### config.mk
export PLATFORM = sky130hd
export DESIGN_NAME = enemy_fire_scheduler
export DESIGN_NICKNAME = d
export VERILOG_FILES = /design/src/rtl/enemy_fire_scheduler.sv
export SDC_FILE = /design/constraint.sdc
export NUM_CORES = 1
export LEC_CHECK = 0
export BUFFER_PORTS_ARGS = -buffer_cell sky130_fd_sc_hd__buf_2
export CORE_MARGIN = 2
export CORE_UTILIZATION = 55
export CTS_CLUSTER_SIZE = 16
export DETAILED_ROUTE_END_ITERATION = 16
export GPL_TIMING_DRIVEN = 0
export PLACE_DENSITY = 0.81
export SETUP_SLACK_MARGIN = 0.5
export SYNTH_ARGS = -nofsm -noshare
export SYNTH_HDL_FRONTEND = slang
export SYNTH_SLANG_ARGS = --single-unit
### constraint.sdc
create_clock -name clk -period 5.9 [get_ports clk]
set_input_delay 1.18 -clock clk [delete_from_list [all_inputs] [get_ports clk]]
set_output_delay 1.18 -clock clk [all_outputs]
set_load 0.02 [all_outputs]
### src/rtl/enemy_fire_scheduler.sv
// enemy_fire_scheduler: once per shot interval, fires from the front-most
// living invader of an LFSR-chosen column, scanning one alive bit per cycle.
// Ports: clk, reset (sync, active-high), enable, alive, shot_busy
//   -> fire (strobe), shooter_col, shooter_row (held), no_target (pulse).
// Option: define FIRE_SPEEDUP_EN to shorten the interval as invaders die.
module enemy_fire_scheduler #(
  parameter int          LINHAS   = 5,
  parameter int          COLUNAS  = 9,
  parameter int          INTERVAL = 12500000,
  parameter logic [15:0] SEED     = 16'hACE1
) (
  input  logic                       clk,
  input  logic                       reset,
  input  logic                       enable,
  input  logic [LINHAS*COLUNAS-1:0]  alive,
  input  logic                       shot_busy,
  output logic                       fire,
  output logic [$clog2(COLUNAS)-1:0] shooter_col,
  output logic [$clog2(LINHAS)-1:0]  shooter_row,
  output logic                       no_target
);

  localparam int N  = LINHAS * COLUNAS;
  localparam int CW = $clog2(COLUNAS);
  localparam int RW = $clog2(LINHAS);
  localparam int IW = $clog2(N);
  localparam int KW = $clog2(COLUNAS + 1);
  localparam int TW = $clog2(INTERVAL);

  localparam logic [RW-1:0] TOP_ROW  = RW'(LINHAS - 1);
  localparam logic [CW-1:0] LAST_COL = CW'(COLUNAS - 1);
  localparam logic [KW-1:0] LAST_CHK = KW'(COLUNAS - 1);

  typedef enum logic [2:0] {
    IDLE, WAIT, PICK, SCAN, FIRE
  } state_t;

  state_t        state;
  state_t        state_nx;
  logic [15:0]   lfsr;
  logic [TW-1:0] cnt;
  logic [TW-1:0] reload;
  logic [CW-1:0] col_r;
  logic [RW-1:0] row_r;
  logic [KW-1:0] cols_checked;
  logic [CW-1:0] pick_col;
  logic [IW-1:0] bit_idx;
  logic          hit;
  logic          sweep_done;
  logic          nt_set;

`ifdef FIRE_SPEEDUP_EN
  localparam int STEP  = INTERVAL / 64;
  localparam int FLOOR = INTERVAL / 4;

  int dead;
  int cut;

  always_comb begin
    dead = N - $countones(alive);
    cut  = dead * STEP;
    if (INTERVAL - 1 - cut < FLOOR)
      reload = TW'(FLOOR);
    else
      reload = TW'(INTERVAL - 1 - cut);
  end
`else
  assign reload = TW'(INTERVAL - 1);
`endif

  assign pick_col = CW'(32'(lfsr[7:0]) % COLUNAS);
  assign bit_idx  = IW'(32'(row_r) * COLUNAS
                      + 32'(col_r));
  assign hit      = alive[bit_idx];

  // last test of the last unchecked column missed
  assign sweep_done = !hit
                   && (row_r == '0)
                   && (cols_checked == LAST_CHK);

  // free-running Galois LFSR, mask B400
  always_ff @(posedge clk) begin
    if (reset)
      lfsr <= SEED;
    else
      lfsr <= {1'b0, lfsr[15:1]}
            ^ (lfsr[0] ? 16'hB400 : 16'h0000);
  end

  always_ff @(posedge clk) begin
    if (reset)
      state <= IDLE;
    else
      state <= state_nx;
  end

  always_comb begin
    state_nx = state;
    if (!enable) begin
      state_nx = IDLE;
    end else begin
      unique case (state)
        IDLE: state_nx = WAIT;
        WAIT:
          if (cnt == '0 && !shot_busy)
            state_nx = PICK;
        PICK: state_nx = SCAN;
        SCAN:
          if (hit)
            state_nx = FIRE;
          else if (sweep_done)
            state_nx = WAIT;
        FIRE: state_nx = WAIT;
        default: state_nx = IDLE;
      endcase
    end
  end

  always_comb begin
    fire   = (state == FIRE);
    nt_set = enable
          && (state == SCAN)
          && sweep_done;
  end

  // FIRE reloads on entry and counts as the
  // first cycle of the next interval
  always_ff @(posedge clk) begin
    if (reset) begin
      cnt          <= '0;
      col_r        <= '0;
      row_r        <= '0;
      cols_checked <= '0;
      shooter_col  <= '0;
      shooter_row  <= '0;
      no_target    <= 1'b0;
    end else begin
      no_target <= nt_set;
      if (enable) begin
        unique case (state)
          IDLE: cnt <= reload;
          WAIT, FIRE:
            if (cnt != '0)
              cnt <= cnt - TW'(1);
          PICK: begin
            col_r        <= pick_col;
            row_r        <= TOP_ROW;
            cols_checked <= '0;
          end
          SCAN: begin
            if (hit) begin
              cnt         <= reload;
              shooter_col <= col_r;
              shooter_row <= row_r;
            end else if (row_r != '0) begin
              row_r <= row_r - RW'(1);
            end else begin
              col_r <= (col_r == LAST_COL)
                     ? '0 : col_r + CW'(1);
              row_r        <= TOP_ROW;
              cols_checked <= cols_checked + KW'(1);
              if (sweep_done)
                cnt <= reload;
            end
          end
          default: ;
        endcase
      end
    end
  end

endmodule
==> impl_summary.txt <==
----------------------------------------------------
[Layout]
  Share of cells above drive strength 1 ... 22.6%
  Relative area change from synthesis to final layout ... 17.7%
  Fill cells ... approximately 600
  Final net count ... 628
  Count of inserted antenna diode cells ... 0

[Routing]
  Per-cell via count in the routed design ... about 5.8
  Antenna-violating nets left ... 0
  Wire length per cell ... 14.5 µm
  Total length of routed wires ... 9610 µm
  Number of optimization iterations in the first detailed-route pass ... 5
  Vias ... approximately 3.8k
  DRC violations left ... 0
  DRC marker count from the first detailed-route iteration ... 138

[Placed design]
  Number of input and output port buffers inserted ... 55
  Weighted congestion reported at the end of routability-driven placement ... 0.903
  Placed wire-length estimate ... 7040 µm
  Placement-stage worst setup slack ... 228 ps

[Setup path]
  Crit path required time ... slightly above 6000 ps
  Worst EP arrival ... 5390 ps
  Category of cells accounting for the largest share of critical-path delay ... compound AO/OA/AOI/OAI gates
  Crit Path Max Fanout ... 9
  Largest incremental delay on the critical path ... 500 ps
  Critical Path Source Type ... register
  Kind of capture point of the worst setup path ... register
  Count of cells along the worst register-to-register path ... 26
  Buffering stage count on the worst path with inverters included ... 6
  Critical-path cell with the highest stage delay ... sky130_fd_sc_hd__or4b_1
  Most Frequent Cell on Critical Path ... sky130_fd_sc_hd__buf_4
  Critical path class ... reg -> reg
  Number of gates on the worst path with buffers counted ... 26

[Synth]
  Most used DFF post-synth ... sky130_fd_sc_hd__dfxtp_1
  Distinct cells, synth ... 75
  Cell count after synthesis ... 484
  Yosys synthesis warning count ... 0
  Mean Syn Cell Area ... approximately 8.7 µm²
  Number of enable-type register cells in the synthesized netlist ... 0
  Share of the yosys chip area belonging to registers ... 29.6%
  Number of storage elements in the synthesis netlist ... 62
  Syn_nets ... 553
  Async SR Flop Fraction ... 0%
  Post-synthesis instance area ... 4200 µm²

[GRT]
  Total track usage ... between 20 and 25%
  Maximum number of pins on one net before global-route repair ... 11
  Wire length of the first global-routing pass ... about 17,000 µm
  Vias in the first global route ... between 3k and 4k
  Gr ovfl total ... 0
  Number of antenna violations at the first check in global routing ... 0

[STA]
  Final period utilization ... 86.6%
  Unrepaired setup endpoints after global routing ... no
  Final worst-path setup slack ... 788 ps
  Worst slew margin relative to its limit ... 40.3%
  Time the worst path needs with I/O delays and setup ... ~5000 ps
  Clock skew after layout ... between 5 and 6 ps
  Worst Max-Slew Pin Slew ... slightly below 900 ps
  Maximum clock rate ... 196 MHz
  Hold violation total from the final report ... 0
  Worst slack on hold paths ... 422 ps
  Setup TNS ... 0 ps
  Final setup violation count ... 0
  Count of final max-slew check failures ... 0

[Floorplan]
  Boundary pin count ... 58
  Number of cell rows ... 31
  Die outline height ... around 91 µm
  Core Footprint ... 7330 µm²
  Die ar. ... 8340 µm²
  Starting density of the core ... between 50 and 60%
  Die span in x ... 91.4 µm

[Power and ir drop]
  Power density of the placed cells ... 237 nW/µm²
  Reported net switching power ... 0.313 mW
  Fraction of power spent switching nets ... 26.8%
  Maximum vdd ir drop ... 0.000211 V
  Comb power frac ... 22.7%
  Leakage Power ... 2.03 nW
  Sequential fraction of design power ... 38.8%
  Clock power frac ... 38.5%
  Internal power summed over all cells ... 0.856 mW

[Clock tree]
  Largest buffer count on any clock path ... 2
  Number of buffers created by CTS ... 9
  Sinks on Clock Net ... 62
  CTS tree ... built
  Worst skew pair latency ... 340 ps
  Root buffer cell ... sky130_fd_sc_hd__clkbuf_8
  CTS H-tree lvls ... 3
  Number of hold-repair buffers added at the cts stage ... 0
  Clock-pin slew on the worst setup and hold paths ... approximately 70 ps

[Worst hold path]
  Worst min-delay path category ... reg -> reg
  Instance count along the most critical hold path ... 1

[Flow run]
  Total of max-cap violations ... 0

[Status]
  Result of the run ... complete, no violations

----------------------------------------------------
==> final cells by class <==
| class | instances | area, µm² | share of cell area, % |
|---|---|---|---|
| timing repair buffer | 64 | 343 | 6.94 |
| buffer | 27 | 126 | 2.56 |
| clock inverter | 4 | 95.1 | 1.93 |
| inverter | 23 | 86.3 | 1.75 |
| clock buffer | 11 | 141 | 2.86 |
| tap | 99 | 124 | 2.51 |
| sequential | 62 | 1240 | 25.1 |
| multi-input combinational | 372 | 2780 | 56.3 |
==> sequential cells by signal (all words and copies together), names as in the netlist <==
signal	cells
cnt	24
shooter_col	4
cols_checked	4
col_r	4
state	3
lfsr	16
row_r	3
shooter_row	3
no_target	1
==> cells in the mapped netlist (4+ instances only) <==
master,n,share of area [%]
sky130_fd_sc_hd__nor3b_1,4,0.72
sky130_fd_sc_hd__nor2_1,56,5.0
sky130_fd_sc_hd__nand3b_1,5,0.89
sky130_fd_sc_hd__mux2i_1,8,1.9
sky130_fd_sc_hd__a31oi_1,5,0.75
sky130_fd_sc_hd__xnor2_1,27,5.6
sky130_fd_sc_hd__a21o_1,7,1.3
sky130_fd_sc_hd__or2_2,7,1.0
sky130_fd_sc_hd__or3_1,5,0.75
sky130_fd_sc_hd__o21ai_0,12,1.4
sky130_fd_sc_hd__clkbuf_1,16,1.4
sky130_fd_sc_hd__nor4_1,8,1.2
sky130_fd_sc_hd__nand2_1,19,1.7
sky130_fd_sc_hd__dfxtp_1,62,30
sky130_fd_sc_hd__mux4_2,13,7.0
sky130_fd_sc_hd__nor2b_1,12,1.8
sky130_fd_sc_hd__nor3_1,19,2.3
sky130_fd_sc_hd__and2_1,6,0.89
sky130_fd_sc_hd__o21ai_1,5,0.60
sky130_fd_sc_hd__and3_1,4,0.60
sky130_fd_sc_hd__nand2b_1,17,2.5
sky130_fd_sc_hd__buf_2,4,0.48
sky130_fd_sc_hd__nand3_1,7,0.83
sky130_fd_sc_hd__xor2_1,6,1.3
sky130_fd_sc_hd__inv_1,23,2.1
sky130_fd_sc_hd__ha_1,19,5.7
sky130_fd_sc_hd__a21oi_1,38,4.5
==> power by group through the flow <==
stage                     clock network (mW)  logic, mW  registers, mW
after floorplan                            0      0.192          0.459
after global placement                     0      0.235          0.461
after detailed placement                   0      0.243          0.462
after CTS                              0.456      0.250          0.453
after global routing                   0.471      0.294          0.455
final                                  0.450      0.266          0.453
==> kinds of logic (layout without fill, tap and decap cells) <==
logic type / Yosys count / count (layout) / synth area share [%]
buffers and inverters: 50 / 129 / 5.07
DFF: 62 / 62 / 29.6
muxes: 25 / 25 / 9.96
AOI/OAI and AO/OA: 104 / 104 / 16.6
xor gates and xnor gates: 34 / 34 / 7.42
and+or+nand+nor: 187 / 187 / 24.8
adders and majority gates: 22 / 22 / 6.62
==> metrics by stage <==
step,power [mW],util [%],cell area [µm²],instances
global route,1.22,67.4,4940,662
CTS,1.16,66.3,4860,656
finish,1.17,67.4,4940,662
detailed placement,0.705,62.7,4600,638
floorplan,0.650,-,4200,484
global placement,0.696,62.7,4600,638
==> what timing repair did <==
action / in CTS / in global routing
setup endpoints to repair: 4 / 4
buffers inserted: 3 / 6
pin swaps: 3 / 4
gates resized for setup: 1 / 9
==> worst reg2reg max path, stage by stage, from the launching register on <==
cell and delay (ps):
sky130_fd_sc_hd__dfxtp_1 300, sky130_fd_sc_hd__buf_2 180, sky130_fd_sc_hd__nor3_4 200, sky130_fd_sc_hd__inv_1 100, sky130_fd_sc_hd__ha_4 300, sky130_fd_sc_hd__nand2_1 60
sky130_fd_sc_hd__a2111o_1 390, sky130_fd_sc_hd__a31o_2 290, sky130_fd_sc_hd__a211oi_4 330, sky130_fd_sc_hd__buf_4 180, sky130_fd_sc_hd__nand3_2 70, sky130_fd_sc_hd__and2_2 240
sky130_fd_sc_hd__ha_1 180, sky130_fd_sc_hd__o21ai_0 90, sky130_fd_sc_hd__a21oi_2 120, sky130_fd_sc_hd__nor4_4 210, sky130_fd_sc_hd__buf_4 190, sky130_fd_sc_hd__xnor2_2 90
sky130_fd_sc_hd__ha_1 190, sky130_fd_sc_hd__inv_1 90, sky130_fd_sc_hd__nor2_2 60, sky130_fd_sc_hd__a21oi_2 150, sky130_fd_sc_hd__a2bb2oi_2 200, sky130_fd_sc_hd__nor4b_4 70
sky130_fd_sc_hd__buf_4 170, sky130_fd_sc_hd__or4b_1 500, sky130_fd_sc_hd__nand3_1 100
==> per-layer routing <==
layer,global-route usage [%],share of wire [%]
met1,29.4,42
met4,10.6,2.4
met2,42.2,50
met3,3.40,5.3
met5,0,0
==> cells in the final DEF, fill, tap and decap left out, types with 3 or more instances in the layout <==
cell type,synthesis,final
sky130_fd_sc_hd__o21a_1,3,3
sky130_fd_sc_hd__bufinv_16,0,3
sky130_fd_sc_hd__nor2_1,56,55
sky130_fd_sc_hd__nand3_1,7,7
sky130_fd_sc_hd__mux4_2,13,13
sky130_fd_sc_hd__a21oi_1,38,37
sky130_fd_sc_hd__clkbuf_8,0,10
sky130_fd_sc_hd__nand2b_1,17,16
sky130_fd_sc_hd__dfxtp_1,62,62
sky130_fd_sc_hd__nor3_1,19,19
sky130_fd_sc_hd__a41o_1,3,3
sky130_fd_sc_hd__xor2_1,6,6
sky130_fd_sc_hd__a211o_1,3,3
sky130_fd_sc_hd__buf_4,1,10
sky130_fd_sc_hd__ha_1,19,18
sky130_fd_sc_hd__nand3b_1,5,5
sky130_fd_sc_hd__buf_2,4,59
sky130_fd_sc_hd__buf_1,3,3
sky130_fd_sc_hd__nor4_1,8,8
sky130_fd_sc_hd__and2_1,6,5
sky130_fd_sc_hd__a31oi_1,5,5
sky130_fd_sc_hd__a21o_1,7,7
sky130_fd_sc_hd__or3_1,5,5
sky130_fd_sc_hd__nor3b_1,4,4
sky130_fd_sc_hd__nor2b_1,12,12
sky130_fd_sc_hd__o21ai_1,5,4
sky130_fd_sc_hd__xnor2_1,27,26
sky130_fd_sc_hd__mux2i_1,8,8
sky130_fd_sc_hd__and3_1,4,4
sky130_fd_sc_hd__o21ai_0,12,12
sky130_fd_sc_hd__clkbuf_1,16,17
sky130_fd_sc_hd__or2_2,7,7
sky130_fd_sc_hd__inv_1,23,23
sky130_fd_sc_hd__nand2_1,19,19
sky130_fd_sc_hd__mux2_2,3,3
==> path summary, 6_finish.rpt <==
path | startpoint | endpoint | slack, ps
setup reg to reg | lfsr[5]$_SDFF_PP1_ | col_r[2]$_SDFFE_PP0P_ | 790
setup / recovery | lfsr[5]$_SDFF_PP1_ | col_r[2]$_SDFFE_PP0P_ | 790
hold reg to reg | lfsr[8]$_SDFF_PP0_ | lfsr[7]$_SDFF_PP1_ | 420
hold / removal | lfsr[8]$_SDFF_PP0_ | lfsr[7]$_SDFF_PP1_ | 420
Power figures use the tool's default switching activity.
